[src/rtl/btn_debounce_pulse.sv]
// -----------------------------------------------------------------------------
// btn_debounce_pulse
//
// Debounces a raw mechanical pushbutton and turns each accepted press and
// release into a single-cycle pulse. The raw level is first brought into the
// clock domain by a two-flop synchronizer. A four-state FSM then requires
// DEBOUNCE_CYCLES consecutive identical synchronized samples before it accepts
// a level change. press_pulse is intended to drive the T input of a downstream
// toggle flip-flop, so it must fire exactly once per physical press.
//
// Parameters
//   DEBOUNCE_CYCLES  consecutive synchronized samples needed to accept a
//                    change (2..65535)
//   CNT_W            width of the stability counter
//
// Ports
//   clk            rising-edge clock for all state
//   reset          synchronous, active-high reset
//   btn_in         raw asynchronous button level (may bounce)
//   press_pulse    one-cycle pulse after an accepted press
//   release_pulse  one-cycle pulse after an accepted release
//   btn_level      debounced button level
//   busy           high while a candidate level change is being qualified
//   press_count    accepted presses, modulo 256
// -----------------------------------------------------------------------------
module btn_debounce_pulse #(
  parameter int unsigned DEBOUNCE_CYCLES = 4,
  parameter int unsigned CNT_W           = $clog2(DEBOUNCE_CYCLES) + 1
) (
  input  logic       clk,
  input  logic       reset,
  input  logic       btn_in,
  output logic       press_pulse,
  output logic       release_pulse,
  output logic       btn_level,
  output logic       busy,
  output logic [7:0] press_count
);

  // State encoding. The two WAIT states are the only ones with bit 0 set,
  // but the output decode below compares full codes for readability.
  localparam logic [1:0] IDLE      = 2'd0;  // stable low
  localparam logic [1:0] WAIT_HIGH = 2'd1;  // qualifying a rising change
  localparam logic [1:0] PRESSED   = 2'd2;  // stable high
  localparam logic [1:0] WAIT_LOW  = 2'd3;  // qualifying a falling change

  // Counter value on the sample that completes qualification. The entry
  // transition already counts as the first sample, hence the minus one.
  localparam logic [CNT_W-1:0] CNT_LAST = CNT_W'(DEBOUNCE_CYCLES - 1);
  localparam logic [CNT_W-1:0] CNT_ONE  = CNT_W'(1);

  // Two-flop synchronizer; only sync2_q (btn_s) may be used by the FSM.
  logic sync1_q;
  logic sync2_q;
  logic btn_s;

  logic [1:0]       state_q,   state_d;
  logic [CNT_W-1:0] cnt_q,     cnt_d;
  logic             press_q,   press_d;
  logic             release_q, release_d;
  logic [7:0]       count_q,   count_d;

  assign btn_s = sync2_q;

  // ---------------------------------------------------------------------------
  // Next-state logic
  // ---------------------------------------------------------------------------
  always_comb begin
    // NOTE: every variable assigned in this block gets a default first, so no
    // path through the case statement can leave one unassigned and infer a latch.
    state_d   = state_q;
    cnt_d     = cnt_q;
    press_d   = 1'b0;
    release_d = 1'b0;
    count_d   = count_q;

    case (state_q)
      IDLE: begin
        if (btn_s) begin
          state_d = WAIT_HIGH;
          cnt_d   = CNT_ONE;
        end else begin
          cnt_d   = '0;
        end
      end

      WAIT_HIGH: begin
        if (!btn_s) begin
          // Bounce: discard the partial count, emit nothing.
          state_d = IDLE;
          cnt_d   = '0;
        end else if (cnt_q == CNT_LAST) begin
          state_d = PRESSED;
          cnt_d   = '0;
          press_d = 1'b1;
          count_d = count_q + 8'd1;  // wraps 255 -> 0 naturally
        end else begin
          cnt_d   = cnt_q + CNT_ONE;
        end
      end

      PRESSED: begin
        // Staying here while held is what prevents auto-repeat.
        if (!btn_s) begin
          state_d = WAIT_LOW;
          cnt_d   = CNT_ONE;
        end
      end

      WAIT_LOW: begin
        if (btn_s) begin
          state_d = PRESSED;
          cnt_d   = '0;
        end else if (cnt_q == CNT_LAST) begin
          state_d   = IDLE;
          cnt_d     = '0;
          release_d = 1'b1;
        end else begin
          cnt_d     = cnt_q + CNT_ONE;
        end
      end

      default: begin
        state_d = IDLE;
        cnt_d   = '0;
      end
    endcase
  end

  // ---------------------------------------------------------------------------
  // State registers
  // ---------------------------------------------------------------------------
  always_ff @(posedge clk) begin
    // NOTE: non-blocking assignments here so every register samples the values
    // from before this edge; blocking ones would let later lines see new values.
    // NOTE: reset sits inside the clocked block, so it only acts at a clock edge
    // and it overrides any transition, including one that would emit a pulse.
    if (reset) begin
      sync1_q   <= 1'b0;
      sync2_q   <= 1'b0;
      state_q   <= IDLE;
      cnt_q     <= '0;
      press_q   <= 1'b0;
      release_q <= 1'b0;
      count_q   <= 8'd0;
    end else begin
      sync1_q   <= btn_in;
      sync2_q   <= sync1_q;
      state_q   <= state_d;
      cnt_q     <= cnt_d;
      press_q   <= press_d;
      release_q <= release_d;
      count_q   <= count_d;
    end
  end

  // ---------------------------------------------------------------------------
  // Outputs
  // ---------------------------------------------------------------------------
  assign press_pulse   = press_q;
  assign release_pulse = release_q;
  assign press_count   = count_q;
  assign btn_level     = (state_q == PRESSED)   || (state_q == WAIT_LOW);
  assign busy          = (state_q == WAIT_HIGH) || (state_q == WAIT_LOW);

endmodule

[config.mk]
export PLATFORM = sky130hd
export DESIGN_NAME = btn_debounce_pulse
export DESIGN_NICKNAME = d
export VERILOG_FILES = /design/src/rtl/btn_debounce_pulse.sv
export SDC_FILE = /design/constraint.sdc
export NUM_CORES = 1
export LEC_CHECK = 0
export ABC_AREA = 1
export CORE_MARGIN = 1
export CORE_UTILIZATION = 44
export DETAILED_ROUTE_END_ITERATION = 7
export PLACE_DENSITY = 0.77
export SLEW_MARGIN = 20
export SYNTH_ARGS = -nofsm -noshare
export SYNTH_HDL_FRONTEND = slang
export SYNTH_SLANG_ARGS = --single-unit
[constraint.sdc]
create_clock -name clk -period 1.15 [get_ports clk]
set_input_delay 0.1725 -clock clk [delete_from_list [all_inputs] [get_ports clk]]
set_output_delay 0.1725 -clock clk [all_outputs]
set_load 0.03 [all_outputs]
==> results.toml <==
[critical_path]
reg2reg_depth = 7
critPathCaptureType = "flop"
rr_endpoint = "press_count[2]"
required_ns = 1.38
worstSetupPathType = "flop to flop"
arrival_ns = 1.47
crit_top_cell = "nor2_4"
path_max_fanout = 5
worstPathCellList = "ha_4 -> inv_2 -> nor2_4 -> nand2_4 -> nor2_4 -> nand2_1 -> a21oi_2"
rr_startpoint = "cnt_q[0]"
crit_path_end = "press_count[2]"
crit_start = "cnt_q[0]"
slowest_stage = "dfxtp_2"
start_kind = "flop"
reg2reg_slack_ns = -0.1
max_stage_delay_ns = 0.36

[logic_synthesis]
synth_top_area_cell = "dfxtp_1"
synth_area_per_cell_um2 = 7.54
ys_ff_latch = 17
synth_nets = 107
synth_seq_area_share_pct = 44.2
synth_cell_type_count = 23
yosysWarningCount = 0
synth_edf_count = 0
netlist_instances = 102
synth_common_cells = "23 x nand2_1, 17 x dfxtp_1, 14 x nor2_1"
yosysTopAreaCellShare_pct = 44.2
async_reset_ff_share_pct = 0
synth_top_flop_cell = "dfxtp_1"
synth_most_common_cell = "nand2_1"
syn_area_um2 = 769
synthTopCellsByArea = "dfxtp_1 44%, nand2_1 11%, nor2_1 6.8%"

[min_path]
hp-class = "primary input to flop"

[timing]
slew_headroom_pct = 81.9
fin_crit_ns = 1.25
fin_hold_ws_ns = 0.401
rsz0062_at_grt = "yes"
clock.fmax_mhz = 803
worst_pin_slew_ns = 0.271
setup_viol = 10
fin_crit_sh_pct = 108
skew_ns = 0.00104
hold_viol_final = 0
slew_viol_final = 0
fin_ws_ns = -0.0957

[clock_tree]
worstSkewPairLatency_ns = 0.29
cts-root-buf = "clkbuf_4"
cts_inserted_buffers = 3
clkTransAtPathRegs_ns = 0.09
htree_num_levels = 1
tritoncts = "done"
clk_path_buf_depth = 2
cts.sinks = 17

[routing]
drt-pass1-iter-count = 6
vias_per_cell = 5.27
antenna_left = 0
post-route-drc-count = 2
vias = 743
drt-initial-drc-count = 18
wl_per_cell_um = 12.1
routed_wl_um = 1710

[global_routing]
grt_pass1_vias = 643
grtUsageTotal_pct = 20.3
grt_pass1_wl_um = 2750
grt_max_degree = 10
antenna_found_initial = 0
overflow = 0

[floorplan]
core_area_um2 = 1580
die_width_um = 43.8
initial_core_util_pct = 48.8
num_rows = 14
fp.dieH_um = 43.8
pin_count = 15
dieArea_um2 = 1920

[place]
place_ws_ns = -0.0954
port_buffers = 14
dp_cells = 135
hpwlAfterDp_um = 1200
place_congestion = 0.807
placed_cell_area_um2 = 967

[finish]
syn_to_final_growth_pct = 38.7
final_area_um2 = 1070
final_layout_size_suffix_gt1_share_pct = 42.4
nets = 131
final_cells = 141
diodes = 0

[power]
peakVddDrop_mv = 0.641
power_mw = 0.960
power.leakage_nw = 0.455
cellPowerDensity_nw_per_um2 = 899

[job]
maxCapViolations = 0

[status]
violations = "design-rule violations, negative setup slack"
status = "complete, but fails checks"
## final cells by class
| type | instances | area, µm² |
|---|---|---|
| Timing Repair Buffer | 22 | 171 |
| Fill cell | 143 | 509 |
| Inverter | 11 | 41.3 |
| Sequential cell | 17 | 358 |
| Tap cell | 16 | 20.0 |
| Clock buffer | 4 | 26.3 |
| Multi-Input combinational cell | 71 | 450 |
## cell usage in the layout, fill, tap and decap left out, types with 3 or more instances in the layout
cell,n
a21oi_2,5
inv_1,9
dfxtp_1,9
nand2_2,4
buf_4,18
clkbuf_4,3
dfxtp_2,5
nand3_1,5
dfxtp_4,3
a21oi_1,4
nor2_1,14
nor2_4,3
nand2_1,21
## critical path: cells and delay by family (launching register included)
family / cells / cell delay [ns]
and+or+nand+nor: 4 / 0.52
DFF: 1 / 0.36
adders and majority gates: 1 / 0.13
AOI/OAI and AO/OA: 1 / 0.13
buffers and inverters: 1 / 0.04
## flip-flops by register name, summed over array words and instances, names as in the netlist, named ones only
name and cells:
press_count 8, cnt_q 3, btn_s 1, press_pulse 1
release_pulse 1, state_q 1, sync1_q 1
## logic make-up after synthesis
family	share of synthesized area [%]
DFF	44.2
AOI/OAI and AO/OA	8.13
and+or+nand+nor	33.8
buffers and inverters	8.29
adders and majority gates	3.25
xor gates and xnor gates	2.28
## metal layers
layer | GRT usage [%] | vias to the layer above | wire length (µm)
met5 | 0 | - | 0
met3 | 5.00 | 4 | 64
met1 | 24.4 | 354 | 738
li1 | - | 369 | -
met2 | 32.8 | 16 | 871
met4 | 11.3 | 0 | 37
## worst min-delay path by stage
| stage | start | end | slack, ns | cells past startpoint |
|---|---|---|---|---|
| 5_1_grt | btn_in | sync1_q | 0.41 | 3 |
| 4_1_cts | btn_in | sync1_q | 0.41 | 3 |
| 3_3_place_gp | sync1_q | btn_s | 0.40 | 2 |
| 6_report | btn_in | sync1_q | 0.40 | 3 |
| 2_1_floorplan | btn_in | sync1_q | 0.28 | 2 |
| 3_5_place_dp | sync1_q | btn_s | 0.40 | 2 |
## metrics by stage
step | utilization, % | setup TNS [ns]
3_5_place_dp | 61.3 | -0.452
5_1_grt | 67.7 | -1.40
6_report | 67.7 | -0.401
2_1_floorplan | - | -0.0191
3_3_place_gp | 61.3 | -0.123
4_1_cts | 65.4 | -0.198
## what timing repair did
item | in CTS | in global routing
setup endpoints to repair | 12 | 19
hold buffers | 0 | 0
gates cloned | 1 | 0
setup buffers | 0 | 1
pin swaps | 6 | 9
resized for setup | 8 | 12
## report_power, final
group          internal [mW]  total [mW]  switching, mW  leakage (nW)
clock network          0.135       0.319          0.184        0.0150
registers              0.587       0.593        0.00518         0.142
logic                 0.0214      0.0486         0.0272         0.298
total                  0.744       0.960          0.216         0.455
No activity file was read; power rests on OpenSTA's default activity.
